## src/rtl/alu_result_display.sv

```systemverilog
// Captures {cout, alu[3:0]} results into a small FIFO and shows the oldest one on a 7-segment digit.
// Optional macro ALU_DISP_SYNC_EN adds 2-flop synchronisers on res_valid/pop (with matched data delay).
module alu_result_display #(
  parameter int DEPTH = 4,
  parameter int AW    = 2
) (
  input  logic       clk_i,
  input  logic       rst_i,
  input  logic       res_valid_i,
  input  logic [3:0] res_data_i,
  input  logic       res_cout_i,
  input  logic       pop_i,
  output logic [6:0] seg_o,
  output logic       dp_o,
  output logic       empty_o,
  output logic       full_o,
  output logic       overflow_o
);

  localparam logic [AW:0]   FULL_CNT = (AW+1)'(DEPTH);
  localparam logic [AW:0]   CNT_ONE  = (AW+1)'(1);
  localparam logic [AW-1:0] PTR_ONE  = AW'(1);
  localparam logic [6:0]    SEG_DASH = 7'h40;

  function automatic logic [6:0] hex7(input logic [3:0] nib);
    logic [6:0] s;
    case (nib)
      4'h0: s = 7'h3F;
      4'h1: s = 7'h06;
      4'h2: s = 7'h5B;
      4'h3: s = 7'h4F;
      4'h4: s = 7'h66;
      4'h5: s = 7'h6D;
      4'h6: s = 7'h7D;
      4'h7: s = 7'h07;
      4'h8: s = 7'h7F;
      4'h9: s = 7'h6F;
      4'hA: s = 7'h77;
      4'hB: s = 7'h7C;
      4'hC: s = 7'h39;
      4'hD: s = 7'h5E;
      4'hE: s = 7'h79;
      4'hF: s = 7'h71;
      default: s = SEG_DASH;
    endcase
    return s;
  endfunction

  logic       v_s, p_s, cout_s;
  logic [3:0] data_s;

`ifdef ALU_DISP_SYNC_EN
  logic       v_meta_q, v_sync_q, p_meta_q, p_sync_q;
  logic [3:0] data_d1_q, data_d2_q;
  logic       cout_d1_q, cout_d2_q;

  // Data rides a delay line of the same depth as the strobe synchroniser so it lines up with the event.
  always_ff @(posedge clk_i) begin
    if (rst_i) begin
      v_meta_q  <= 1'b0;
      v_sync_q  <= 1'b0;
      p_meta_q  <= 1'b0;
      p_sync_q  <= 1'b0;
      data_d1_q <= 4'h0;
      data_d2_q <= 4'h0;
      cout_d1_q <= 1'b0;
      cout_d2_q <= 1'b0;
    end else begin
      v_meta_q  <= res_valid_i;
      v_sync_q  <= v_meta_q;
      p_meta_q  <= pop_i;
      p_sync_q  <= p_meta_q;
      data_d1_q <= res_data_i;
      data_d2_q <= data_d1_q;
      cout_d1_q <= res_cout_i;
      cout_d2_q <= cout_d1_q;
    end
  end

  assign v_s    = v_sync_q;
  assign p_s    = p_sync_q;
  assign data_s = data_d2_q;
  assign cout_s = cout_d2_q;
`else
  assign v_s    = res_valid_i;
  assign p_s    = pop_i;
  assign data_s = res_data_i;
  assign cout_s = res_cout_i;
`endif

  logic          v_hist_q, p_hist_q;
  logic [AW-1:0] wr_ptr_q, wr_ptr_d, rd_ptr_q, rd_ptr_d;
  logic [AW:0]   count_q, count_d;
  logic          overflow_q, overflow_d;
  logic          wr_en_s, push_ev_s, pop_ev_s, empty_s, full_s;
  logic [4:0]    mem_q [DEPTH];
  logic [4:0]    head_s;
  logic [6:0]    seg_q, seg_d;
  logic          dp_q, dp_d, empty_q, full_q;

  assign push_ev_s = v_s & ~v_hist_q;
  assign pop_ev_s  = p_s & ~p_hist_q;
  assign empty_s   = (count_q == '0);
  assign full_s    = (count_q == FULL_CNT);
  assign head_s    = mem_q[rd_ptr_q];

  always_comb begin
    wr_ptr_d   = wr_ptr_q;
    rd_ptr_d   = rd_ptr_q;
    count_d    = count_q;
    overflow_d = overflow_q;
    wr_en_s    = 1'b0;
    case ({push_ev_s, pop_ev_s})
      2'b10: begin
        if (!full_s) begin
          wr_en_s  = 1'b1;
          wr_ptr_d = wr_ptr_q + PTR_ONE;
          count_d  = count_q + CNT_ONE;
        end else begin
          overflow_d = 1'b1;
        end
      end
      2'b01: begin
        if (!empty_s) begin
          rd_ptr_d = rd_ptr_q + PTR_ONE;
          count_d  = count_q - CNT_ONE;
        end else begin
          rd_ptr_d = rd_ptr_q;
        end
      end
      2'b11: begin
        wr_en_s  = 1'b1;
        wr_ptr_d = wr_ptr_q + PTR_ONE;
        // An empty FIFO has nothing to pop, so the pair degenerates to a plain push.
        if (empty_s) begin
          count_d = count_q + CNT_ONE;
        end else begin
          rd_ptr_d = rd_ptr_q + PTR_ONE;
        end
      end
      default: begin
        wr_en_s = 1'b0;
      end
    endcase
  end

  // Display reflects the FIFO state committed on the previous edge, hence one extra cycle of latency.
  always_comb begin
    seg_d = SEG_DASH;
    dp_d  = 1'b0;
    if (empty_s) begin
      seg_d = SEG_DASH;
      dp_d  = 1'b0;
    end else begin
      seg_d = hex7(head_s[3:0]);
      dp_d  = head_s[4];
    end
  end

  always_ff @(posedge clk_i) begin
    if (rst_i) begin
      v_hist_q   <= 1'b0;
      p_hist_q   <= 1'b0;
      wr_ptr_q   <= '0;
      rd_ptr_q   <= '0;
      count_q    <= '0;
      overflow_q <= 1'b0;
      seg_q      <= SEG_DASH;
      dp_q       <= 1'b0;
      empty_q    <= 1'b1;
      full_q     <= 1'b0;
    end else begin
      v_hist_q   <= v_s;
      p_hist_q   <= p_s;
      wr_ptr_q   <= wr_ptr_d;
      rd_ptr_q   <= rd_ptr_d;
      count_q    <= count_d;
      overflow_q <= overflow_d;
      seg_q      <= seg_d;
      dp_q       <= dp_d;
      empty_q    <= empty_s;
      full_q     <= full_s;
    end
  end

  // Storage needs no reset: count gates every read, so stale entries are never shown.
  always_ff @(posedge clk_i) begin
    if (wr_en_s) begin
      mem_q[wr_ptr_q] <= {cout_s, data_s};
    end else begin
      mem_q[wr_ptr_q] <= mem_q[wr_ptr_q];
    end
  end

  assign seg_o      = seg_q;
  assign dp_o       = dp_q;
  assign empty_o    = empty_q;
  assign full_o     = full_q;
  assign overflow_o = overflow_q;

endmodule

```

## config.mk

```make
export PLATFORM = sky130hd
export DESIGN_NAME = alu_result_display
export DESIGN_NICKNAME = d
export VERILOG_FILES = /design/src/rtl/alu_result_display.sv
export SDC_FILE = /design/constraint.sdc
export NUM_CORES = 1
export LEC_CHECK = 0
export CAP_MARGIN = 10
export CORE_MARGIN = 2
export CORE_UTILIZATION = 49
export CTS_CLUSTER_DIAMETER = 50
export DETAILED_ROUTE_END_ITERATION = 12
export GPL_TIMING_DRIVEN = 1
export MAX_ROUTING_LAYER = met4
export PLACE_DENSITY = 0.74
export SETUP_SLACK_MARGIN = 0.4
export SYNTH_ARGS = -nofsm -noshare
export SYNTH_HDL_FRONTEND = slang
export SYNTH_SLANG_ARGS = --single-unit
```

## constraint.sdc

```tcl
create_clock -name clk_i -period 2 [get_ports clk_i]
set_input_delay 0.3 -clock clk_i [delete_from_list [all_inputs] [get_ports clk_i]]
set_output_delay 0.3 -clock clk_i [all_outputs]
set_load 0.03 [all_outputs]
```

==> results_dict.tcl <==
set metrics [dict create \
    outcome "completed" \
    ant_nets 0 \
    synth_cells 138 \
    yosysTopAreaCell "edfxtp_1" \
    drt_iter0_markers 70 \
    r2r_slack_ps 190 \
    power_uw 2310 \
    worstPathCellList "mux4_2, ha_2, mux4_2, nor2_1" \
    rsz0062_at_grt "true" \
    drtPass1Iterations 5 \
    grt_pass1_wl_um 5620 \
    numCtsBuffers 5 \
    ys.flop_type "dfxtp_1" \
    grt-ovfl-total 0 \
    crit_fanout 5 \
    die_height_um 64.8 \
    drive_gt1_share_pct 33.7 \
    finish.utilization_pct 67.4 \
    fillers 259 \
    setup_viol 0 \
    synth.avg_cell_area_um2 13.1 \
    drc 0 \
    num_io_pins 20 \
    ys_seq_area_share_pct 57.4 \
    ys_top_cells_by_area "edfxtp_1 (33%), dfxtp_1 (24%), ha_1 (7.6%), mux4_1 (4.3%), mux4_2 (3.7%)" \
    max_slew.worst_pin.slew_ps 357 \
    arrival_ps 2050 \
    yosys.cell_types.count 35 \
    layout_common_cells "edfxtp_1 (20), dfxtp_1 (18), buf_4 (18), nor2_1 (9), dlymetal6s2s_1 (9)" \
    grt_util_all_layers_pct 18.4 \
    core_um2 3610 \
    clk_pin_slew_ps 80 \
    slew_headroom_pct 76.1 \
    die_x_um 64.8 \
    grt_pass1_vias 1276 \
    seq_power_share_pct 44.3 \
    dieArea_um2 4200 \
    start_kind "register" \
    dp_cells 211 \
    rows 22 \
    antenna_found_initial 0 \
    wire_per_inst_um 14.5 \
    irDropWorstVdd_v 0.000577 \
    finalWirelength_um 3320 \
    p_clk_share_pct 28.3 \
    hold_class "primary input to register" \
    power.leakage_uw 0.00103 \
    r2r_end "seg_o[3]$_SDFF_PP0_" \
    internal_power_uw 1670 \
    layout_commonest_cell "edfxtp_1" \
    power_density_nw_per_um2 952 \
    path_class "register to register" \
    cts_max_level 2 \
    end_kind "register" \
    synth_top_area_share_pct 33.1 \
    cp_top_family "multiplexers" \
    cts_root_buf "clkbuf_8" \
    min_path_cells 3 \
    portBuffers 19 \
    critPathBufInv 0 \
    clock_sinks 42 \
    nets 201 \
    syn_area_um2 1810 \
    cts_tree "yes" \
    vias 1189 \
    instances_no_fill 229 \
    switchingPower_uw 648 \
    critPathMaxStageDelay_ps 560 \
    grt_max_degree 14 \
    fin_tns_setup_ps 0 \
    dp_hpwl_um 2310 \
    hold_buffers 0 \
    fin_crit_sh_pct 90.7 \
    crit_slowest_cell "mux4_2" \
    hold_viol 0 \
    cp_common_cell "mux4_2" \
    fin_worst_hold_slack_ps 468 \
    n_antenna_cell 0 \
    power_frac_comb_pct 27.4 \
    slew_viol_final 0 \
    start_util_pct 50.3 \
    via_per_inst 5.19 \
    gp_congestion 0.934 \
    fmax_mhz 551 \
    synth_edf_count 20 \
    yosys_warnings 0 \
    ys_ff_latch 42 \
    required_ps 2240 \
    async_reset_ff_share_pct 0 \
    power_switching_share_pct 28.0 \
    worst_hold_startpoint "pop_i" \
    finalClockSkew_ps 9.04 \
    area_growth_pct 34.0 \
    maxCapViolCount 0 \
    cts.path.max_buffers 2 \
    synth.net_count 159 \
    period_needed_ps 1810 \
    clock_latency_ps 290 \
    rr_worst_depth 4 \
    hold_end "p_hist_q$_SDFF_PP0_" \
]
## state kept, by name, indices dropped and copies added (netlist names), named ones only
signal      flops
overflow_o      1
rd_ptr_q        2
p_hist_q        1
wr_ptr_q        2
empty_o         1
count_q         3
seg_o           7
mem_q          20
dp_o            1
v_hist_q        1
full_o          1
## synthesized netlist by cell type (2+ instances only)
cell      number
dfxtp_1       22
edfxtp_1      20
ha_1          11
inv_1         10
nor2_1         9
nor2b_1        7
a21oi_1        6
and2_1         5
nor3_1         4
a211oi_1       3
mux2i_1        3
mux4_1         3
mux4_2         3
nand2_1        3
a21boi_0       2
buf_6          2
mux2_2         2
nand2b_1       2
nand3_1        2
o21ai_0        2
o22ai_1        2
or3_1          2
## kinds of logic (layout without fill, tap and decap cells)
| kind of cell | Yosys count | count (layout) | share of synthesized area (%) |
|---|---|---|---|
| compound gates | 20 | 20 | 7.18 |
| xor+xnor | 2 | 2 | 0.966 |
| fa+ha+maj | 12 | 12 | 8.70 |
| buf+inv | 13 | 56 | 3.52 |
| flops | 42 | 42 | 57.4 |
| mux | 11 | 11 | 11.0 |
| simple gates | 38 | 38 | 11.2 |
## how the worst max path moves through the flow
| stage | endpoint | slack [ps] | cells past startpoint |
|---|---|---|---|
| 2_1_floorplan | seg_o[3]$_SDFF_PP0_ | 200 | 7 |
| 3_3_place_gp | count_q[2]$_SDFFE_PP0P_ | -130 | 7 |
| 3_5_place_dp | count_q[2]$_SDFFE_PP0P_ | -190 | 7 |
| 4_1_cts | seg_o[3]$_SDFF_PP0_ | 170 | 6 |
| 5_1_grt | seg_o[3]$_SDFF_PP0_ | 110 | 6 |
| 6_report | seg_o[3]$_SDFF_PP0_ | 190 | 4 |
## repair_timing
item                                    in CTS  in global routing
pin swaps                                    5                  3
gates resized for setup                     20                 19
setup buffers                                7                  3
endpoints found under the setup margin      29                 39
## power groups by stage
| stage | clock [uW] | sequential (uW) | combinational, uW |
|---|---|---|---|
| 2_1_floorplan | 0 | 1100 | 298 |
| 3_3_place_gp | 0 | 1040 | 500 |
| 3_5_place_dp | 0 | 1050 | 521 |
| 4_1_cts | 674 | 1030 | 593 |
| 5_1_grt | 708 | 1040 | 685 |
| 6_report | 655 | 1030 | 633 |
## cell type report
type	instances	area (um^2)	share of cell area, %
repair buffers	38	355	14.6
well taps	48	60.1	2.47
multi-input cells	83	813	33.5
clock buffers	6	72.6	2.99
inverters	10	37.5	1.54
clock inverters	2	37.5	1.54
flip-flops and latches	42	1050	43.4
## metrics by stage
stage / worst slack [ps] / cell area, um^2
after CTS: 169 / 2350
after floorplan: 199 / 1840
after global placement: -130 / 2130
final: 187 / 2430
after detailed placement: -193 / 2130
after global routing: 108 / 2430
## worst register-to-register path: stages, from the launching register on
cell and delay [ps]:
dfxtp_4 390, mux4_2 560, ha_2 250, mux4_2 470, nor2_1 90
## layer usage
metal  vias to the layer above  GRT usage, %  part of all wire [%]
li1                        576             -                     -
met1                       572          20.2                    41
met2                        37          30.5                    53
met3                         4          5.90                   5.6
met4                         0          7.98                   1.1
met5                         -             -                     0
Power figures use the tool's default switching activity.
